$ cat src/rtl/cam_capture_pkg.sv
// Shared types and constants for the camera capture front end.
package cam_capture_pkg;

    typedef enum logic [1:0] {
        IDLE  = 2'd0,
        SYNC  = 2'd1,
        ARM   = 2'd2,
        FRAME = 2'd3
    } state_t;

    localparam int H_ACTIVE_DEF = 640;
    localparam int V_ACTIVE_DEF = 480;
    localparam int PIX_W        = 16;

endpackage

$ cat src/rtl/cam_byte_pack.sv
// Pairs camera bytes into 16-bit pixels; the first byte of each pair lands in the upper half.
module cam_byte_pack
    import cam_capture_pkg::*;
(
    input  logic             clk,
    input  logic             rst_n,
    input  logic             clr,
    input  logic             byte_en,
    input  logic [7:0]       byte_in,
    output logic             pixel_valid,
    output logic [PIX_W-1:0] pixel_data,
    output logic             partial
);

    logic       toggle_r;
    logic [7:0] hi_r;

    // Byte toggle and high-byte holding register
    always_ff @(posedge clk or negedge rst_n) begin
        if (!rst_n) begin
            toggle_r <= 1'b0;
            hi_r     <= 8'h00;
        end else if (clr) begin
            toggle_r <= 1'b0;
        end else if (byte_en) begin
            toggle_r <= ~toggle_r;
            if (!toggle_r) begin
                hi_r <= byte_in;
            end
        end
    end

    assign pixel_valid = byte_en & toggle_r;
    assign pixel_data  = {hi_r, byte_in};
    // A set toggle when the line ends means a high byte is still waiting for its partner.
    assign partial     = toggle_r;

endmodule

$ cat src/rtl/cam_frame_capture.sv
// Camera capture front end: registers the parallel bus, packs byte pairs and drives
// the SDRAM write-FIFO port with per-frame geometry and error tracking.
module cam_frame_capture
    import cam_capture_pkg::*;
#(
    parameter int H_ACTIVE = H_ACTIVE_DEF,
    parameter int V_ACTIVE = V_ACTIVE_DEF,
    parameter int CW       = 11
) (
    input  logic             CLK,
    input  logic             RESET_N,
    input  logic             ENABLE,
    input  logic             CAM_VSYNC,
    input  logic             CAM_HREF,
    input  logic [7:0]       CAM_D,
    input  logic             FIFO_FULL,
    output logic [PIX_W-1:0] WR_DATA,
    output logic             WR,
    output logic             WR_LOAD,
    output logic             FRAME_DONE,
    output logic [15:0]      FRAME_CNT,
    output logic [CW-1:0]    X_CNT,
    output logic [CW-1:0]    Y_CNT,
    output logic             OVERFLOW,
    output logic             LINE_ERR
);

    logic             vsync_r, href_r, vsync_d_r, href_d_r;
    logic [7:0]       d_r;
    logic             line_act_r, over_len_r;
    state_t           state_r, state_s;
    logic             vfall_s, vrise_s, hrise_s, hfall_s;
    logic             in_frame_s, cap_s, end_line_s, pack_clr_s;
    logic             x_full_s, y_full_s;
    logic             pixel_valid_s, partial_s;
    logic [PIX_W-1:0] pixel_data_s;

    // Input stage S1 plus one-cycle history for edge detection
    always_ff @(posedge CLK or negedge RESET_N) begin
        if (!RESET_N) begin
            vsync_r   <= 1'b0;
            href_r    <= 1'b0;
            d_r       <= 8'h00;
            vsync_d_r <= 1'b0;
            href_d_r  <= 1'b0;
        end else begin
            vsync_r   <= CAM_VSYNC;
            href_r    <= CAM_HREF;
            d_r       <= CAM_D;
            vsync_d_r <= vsync_r;
            href_d_r  <= href_r;
        end
    end

    assign vfall_s    = vsync_d_r & ~vsync_r;
    assign vrise_s    = vsync_r & ~vsync_d_r;
    assign hrise_s    = href_r & ~href_d_r;
    assign hfall_s    = href_d_r & ~href_r;
    assign in_frame_s = (state_r == FRAME);
    // A line already running when FRAME is entered never sets line_act_r, so it is skipped.
    assign cap_s      = in_frame_s & href_r & (line_act_r | hrise_s);
    assign end_line_s = in_frame_s & line_act_r & hfall_s;
    assign pack_clr_s = ~in_frame_s | hfall_s;
    assign x_full_s   = (X_CNT == CW'(H_ACTIVE));
    assign y_full_s   = (Y_CNT == CW'(V_ACTIVE));

    cam_byte_pack u_pack (
        .clk         (CLK),
        .rst_n       (RESET_N),
        .clr         (pack_clr_s),
        .byte_en     (cap_s),
        .byte_in     (d_r),
        .pixel_valid (pixel_valid_s),
        .pixel_data  (pixel_data_s),
        .partial     (partial_s)
    );

    // FSM state register
    always_ff @(posedge CLK or negedge RESET_N) begin
        if (!RESET_N) begin
            state_r <= IDLE;
        end else begin
            state_r <= state_s;
        end
    end

    // FSM next-state logic; an ENABLE drop inside a frame waits for the frame to end
    always_comb begin
        state_s = state_r;
        case (state_r)
            IDLE:    if (ENABLE) state_s = SYNC; else state_s = IDLE;
            SYNC:    if (!ENABLE) state_s = IDLE; else if (vfall_s) state_s = ARM; else state_s = SYNC;
            ARM:     state_s = FRAME;
            FRAME:   if (vrise_s) state_s = ENABLE ? SYNC : IDLE; else state_s = FRAME;
            default: state_s = IDLE;
        endcase
    end

    // Write port, geometry counters and sticky status
    always_ff @(posedge CLK or negedge RESET_N) begin
        if (!RESET_N) begin
            WR_DATA    <= {PIX_W{1'b0}};
            WR         <= 1'b0;
            WR_LOAD    <= 1'b0;
            FRAME_DONE <= 1'b0;
            FRAME_CNT  <= 16'd0;
            X_CNT      <= {CW{1'b0}};
            Y_CNT      <= {CW{1'b0}};
            OVERFLOW   <= 1'b0;
            LINE_ERR   <= 1'b0;
            line_act_r <= 1'b0;
            over_len_r <= 1'b0;
        end else begin
            WR         <= 1'b0;
            WR_LOAD    <= (state_s == ARM);
            FRAME_DONE <= 1'b0;
            line_act_r <= cap_s;
            if (state_s == ARM) begin
                X_CNT      <= {CW{1'b0}};
                Y_CNT      <= {CW{1'b0}};
                OVERFLOW   <= 1'b0;
                LINE_ERR   <= 1'b0;
                over_len_r <= 1'b0;
            end else begin
                if (pixel_valid_s) begin
                    WR_DATA <= pixel_data_s;
                    if (x_full_s) begin
                        over_len_r <= 1'b1;
                    end else begin
                        // X advances even when the FIFO drops the pixel, keeping geometry intact.
                        X_CNT <= X_CNT + CW'(1);
                        if (!y_full_s) begin
                            if (FIFO_FULL) OVERFLOW <= 1'b1;
                            else           WR       <= 1'b1;
                        end
                    end
                end
                if (end_line_s) begin
                    if (partial_s || !x_full_s || over_len_r) LINE_ERR <= 1'b1;
                    if (!y_full_s) Y_CNT <= Y_CNT + CW'(1);
                    X_CNT      <= {CW{1'b0}};
                    over_len_r <= 1'b0;
                end
                if (in_frame_s && vrise_s) begin
                    if (!y_full_s) LINE_ERR <= 1'b1;
                    FRAME_DONE <= 1'b1;
                    FRAME_CNT  <= FRAME_CNT + 16'd1;
                end
            end
        end
    end

endmodule
$ cat config.mk
export PLATFORM = sky130hd
export DESIGN_NAME = cam_frame_capture
export DESIGN_NICKNAME = d
export VERILOG_FILES = /design/src/rtl/cam_capture_pkg.sv /design/src/rtl/cam_byte_pack.sv /design/src/rtl/cam_frame_capture.sv
export SDC_FILE = /design/constraint.sdc
export NUM_CORES = 1
export LEC_CHECK = 0
export ABC_AREA = 1
export BUFFER_PORTS_ARGS = -buffer_cell sky130_fd_sc_hd__buf_2
export CAP_MARGIN = 20
export CORE_MARGIN = 2
export CORE_UTILIZATION = 40
export CTS_CLUSTER_SIZE = 28
export DETAILED_ROUTE_END_ITERATION = 6
export GPL_TIMING_DRIVEN = 1
export MAX_ROUTING_LAYER = met4
export RECOVER_POWER = 50
export SLEW_MARGIN = 40
export SYNTH_ARGS = -nofsm -noshare
export SYNTH_HDL_FRONTEND = slang
export SYNTH_SLANG_ARGS = --single-unit
$ cat constraint.sdc
create_clock -name CLK -period 1.7 [get_ports CLK]
set_input_delay 0.34 -clock CLK [delete_from_list [all_inputs] [get_ports CLK]]
set_output_delay 0.34 -clock CLK [all_outputs]
set_load 0.03 [all_outputs]
# Word-level counts from Yosys, hierarchy flattened
# Index checks and enable logic that the tools add are counted.
# word_totals
regBits	84
input_bits	14
output_inout_bits	59
wordCells	103
# classes
n_addsub	3
n_eq_ne	9
n_mux	35
bitwise_logic	19
reduce_logical	18
# op_table
operator	count
11-bit 2-to-1 mux	7
1-bit 2-to-1 mux	24
11-bit by 1-bit adder with 11-bit output, second input constant	2
16-bit by 1-bit adder with 16-bit output, second input constant	1
11-bit by 10-bit == test with 1-bit output, second input constant	1
11-bit by 9-bit == test with 1-bit output, second input constant	1
2-bit AND reduction	5
1-bit bitwise AND	9
1-bit NOT	8
2-bit one-hot mux with 4 select lines	1
2-bit nonzero test	4
2-bit == test, second input constant	3
2-bit 2-to-1 mux	3
3-bit nonzero test	2
2-bit by 1-bit != test with 1-bit output, second input constant	2
4-bit AND reduction	1
3-bit by 2-bit != test with 1-bit output, second input constant	1
3-bit AND reduction	1
2-bit by 1-bit == test with 1-bit output, second input constant	1
2-bit zero test	1
1-bit logical OR	2
1-bit OR	2
1-bit logical AND	1
1-bit zero test	1

# Logic depth before layout (Yosys ltp)
# depth
word_depth	9
mapped_depth	11
ltp_nobuf	10

# Hierarchy
# From an unflattened synthesis, not the netlist that was laid out.
# unflattened
cells_unflattened	497
area_unflattened_um2	4137.7
# by_module_without_submodules
mod	n_inst	cells_per_inst	area_per_inst_um2	seq_area_each_um2
cam_frame_capture	1	449	3697.3	1876.8
cam_byte_pack	1	48	440.4	225.2

# Worst setup path before layout
# Ideal clock, no wire load.
# synth_timing
kind	reg2reg
from	reg Y_CNT[0]
to	reg Y_CNT[9]
setup_ps	126
arrival_ps	1567
required_time_ps	1574
slack_ps	6
path_stages_with_launch	12
n_path_buf	1
synth_period_minus_slack_ps	1694
cell_sequence	dfrtp_1 > inv_1 > ha_1 > nand2_1 > nor2_1 > inv_1 > nor2_4 > nor2_4 > nor2_4 > buf_6 > nand2_1 > o21ai_0
# synth_via
elab_chain_len	4
elab_cells_between_ends	7
cone_classes	add/sub: 1; eq/ne: 2; mux: 3; reduce/logical: 1
# synth_rtl
item	line_no	source
from (decl)	cam_frame_capture.sv:23	output logic [CW-1:0] Y_CNT,
from (signal assigned)	cam_frame_capture.sv:108	Y_CNT <= {CW{1'b0}};
from (signal assigned)	cam_frame_capture.sv:120	Y_CNT <= {CW{1'b0}};
from (signal assigned)	cam_frame_capture.sv:140	if (!y_full_s) Y_CNT <= Y_CNT + CW'(1);
11-bit by 1-bit adder with 11-bit output	cam_frame_capture.sv:140	
11-bit 2-to-1 mux	cam_frame_capture.sv:140	
11-bit 2-to-1 mux	cam_frame_capture.sv:138	if (end_line_s) begin
11-bit 2-to-1 mux	cam_frame_capture.sv:118	if (state_s == ARM) begin
# Parallel ways exist; a longest one is shown, timed or not. The select of a mux whose other input is x is not followed.
# A chain may end at the register's enable or synchronous reset.

# Worst setup path in the final report
# layout_timing
from	reg Y_CNT[1]
to	reg Y_CNT[7]
# Same word-level chain as after synthesis.

==> metrics.cfg <==
[floorplan]
die_y_microns=104.1
io_pins=73
start_util=0.4118
rows=36
die_x_microns=104.1
core_area_sq_um=9729
dieArea_sq_um=10830

[yosys]
syn_area_per_cell_sq_um=8.488
syn_area_sq_um=4006
syn_nets=491
synth_cell_types=28
yosys.area_share.adder=0.01562
synth_mux_area_frac=0
synth_top_family_by_area=simple AND/OR/NAND/NOR gates
yosys_warnings=0
syn_inst=472
seq_area_frac_synth=0.5247
ys_seq_elements=84
synth_compound_area_frac=0.06090
synth_xor_area_frac=0.03061
synth-simple-area-share=0.2995

[finish]
nFillCells=984
nets=589
drive_above_1_share=0.2278
syn2layout_area_growth_pct=21.02
final_cell_mix=146 x nand2_1, 84 x dfrtp_1, 64 x buf_2, 56 x inv_1, 46 x nor2_1
post-route-util=0.4983
final_area_sq_um=4848
diodes=0
layout_commonest_cell=nand2_1

[detailed_routing]
drt-pass1-iter-count=7
ant_nets=0
vias_per_cell=4.677
wirelength_microns=8515
num_vias=3311
initialDrtViolationCount=103
drcViolationCount=0
wl_per_cell_microns=12.03

[pwr]
p_seq_frac=0.501
p_sw_uw=1548
ir_drop_mv=0.5768
switching_share=0.3377
p_comb_frac=0.185
power_density_nw_per_um2=945.6
p_leak_uw=0.002538
p_int_uw=3036
clockPowerShare=0.313

[timing]
worstMarginPinSlew_ns=1.137
timing.final.crit_share=0.9270
final.setup_skew_ns=0.01113
relSlewSlack=0.2422
report.final.slew_viol_count=0
max_freq_ghz=0.6345
timing.final.hold_violations=0
final-setup-viol-count=0
period_needed_ns=1.576

[global_routing]
grt_max_degree=85
grt_overflow_total=0
grt_pass1_wl_microns=14390
grt_util_all_layers=0.1686
grt_pass1_vias=3104
antenna_found_initial=0

[critical_path]
cp-end-kind=register
cp_data_required_time_ns=1.99
worstRegToRegCells=11
critPathLaunchType=register
regToRegSetupSlack_ns=0.12
cp.arrival_ns=1.87
r2r_start=Y_CNT[1]
path_class=register to register
critPathMaxFanout=13
startpoint=Y_CNT[1]
r2r-end=Y_CNT[7]

[cts]
cts_tree=yes
clk_latency_ns=0.36
cts_made_buffers=9
cts_num_sinks=84
cts_max_level=3
postCtsResizedCells=0
clk_pin_slew_ns=0.10
root_buffer=clkbuf_8
clockBufferDepth=2

[placed_design]
hpwl_microns=5992
port_buffers=72
placed_area_sq_um=4633
routabilityCongestion=0.8097

[worst_hold_path]
hold_class=primary input to register
hold_end=d_r[5]
hold_start=CAM_D[5]
hold_depth=1

[flow_run]
cap_viol_max_count=0

[status]
status=finished clean

==> layout make-up <==
| type | instances | area (sq um) | share of cell area |
|---|---|---|---|
| clock buffers | 9 | 123.9 | 0.02555 |
| flip-flops and latches | 84 | 2102 | 0.4335 |
| well taps | 133 | 166.4 | 0.03432 |
| repair buffers | 94 | 528.0 | 0.1089 |
| clock inverters | 7 | 76.32 | 0.01574 |
| inverters | 60 | 225.2 | 0.04645 |
| multi-input cells | 321 | 1627 | 0.3355 |
==> registers in the layout (all words and copies together) (netlist names), 2 cells and up <==
| signal | flops |
|---|---|
| FRAME_CNT | 16 |
| WR_DATA | 16 |
| X_CNT | 11 |
| Y_CNT | 11 |
| d_r | 8 |
| u_pack.hi_r | 8 |
| state_r | 2 |
==> critical path, stage by stage, from the launching register on <==
cell and delay, ns:
dfrtp_1 0.42, inv_1 0.08, ha_1 0.14, nand2_1 0.06, nor2_1 0.09, inv_1 0.07
nor2_4 0.15, nor2_4 0.07, nor2_4 0.15, buf_12 0.14, nand2_1 0.05, o21ai_1 0.08
==> routing by layer <==
layer  vias to the layer above  GRT usage  part of all wire
li1                       1678          -                 -
met1                      1568     0.2086              0.46
met2                        55     0.2744              0.49
met3                        10    0.04073             0.039
met4                         0    0.05309             0.012
met5                         -          -                 0
==> timing repair <==
| item | 4_1_cts | 5_1_grt |
|---|---|---|
| buffers inserted | 0 | 4 |
| endpoints found under the setup margin | 0 | 15 |
| hold buffers | 0 | 0 |
==> kinds of logic (layout without fill, tap and decap cells) <==
group                    Yosys count  after routing
flip-flops                        84             84
AND/OR/NAND/NOR                  258            258
buffers and inverters             67            170
AO/OA/AOI/OAI                     44             44
XOR/XNOR                          14             14
adder cells (fa/ha/maj)            5              5
==> power groups by stage <==
stage | sequential (uW) | clock (uW) | combinational (uW)
floorplan | 2540 | 0 | 329
detailed placement | 2340 | 0 | 862
CTS | 2300 | 1490 | 866
global route | 2320 | 1570 | 951
global placement | 2330 | 0 | 846
finish | 2300 | 1440 | 850
==> worst max path at each step <==
stage,endpoint,depth (start not counted)
floorplan,Y_CNT[9],11
global placement,Y_CNT[9],9
detailed placement,Y_CNT[5],10
CTS,Y_CNT[5],10
global route,Y_CNT[7],11
finish,Y_CNT[7],11
==> cell usage after synthesis (all sizes together) <==
master	n	area (sq um)
ha	5	62.56
clkinv	1	3.750
xor2	6	52.55
nand4	10	62.56
buf	3	33.78
a21oi	5	25.02
o21bai	2	15.01
o21ai	37	203.9
nor2	57	295.3
nor3	1	10.01
clkbuf	4	16.26
dfrtp	84	2102
nand3b	3	22.52
inv	59	221.5
nor4	1	6.260
xnor2	8	70.07
nand2	150	575.6
nand3	36	227.7
==> stage by stage <==
stage	worst slack [ns]	std cells	setup TNS, ns	hold slack (ns)	total power (uW)
final	0.1240	708	0	0.07035	4584
after global routing	-0.002185	708	-0.003316	0.04142	4839
after CTS	0.06439	704	0	0.001935	4654
after detailed placement	0.09346	688	0	0.4092	3200
after global placement	0.1585	688	0	0.4014	3180
after floorplan	0.006210	472	0	0.04441	2871
Power figures use the tool's default switching activity.
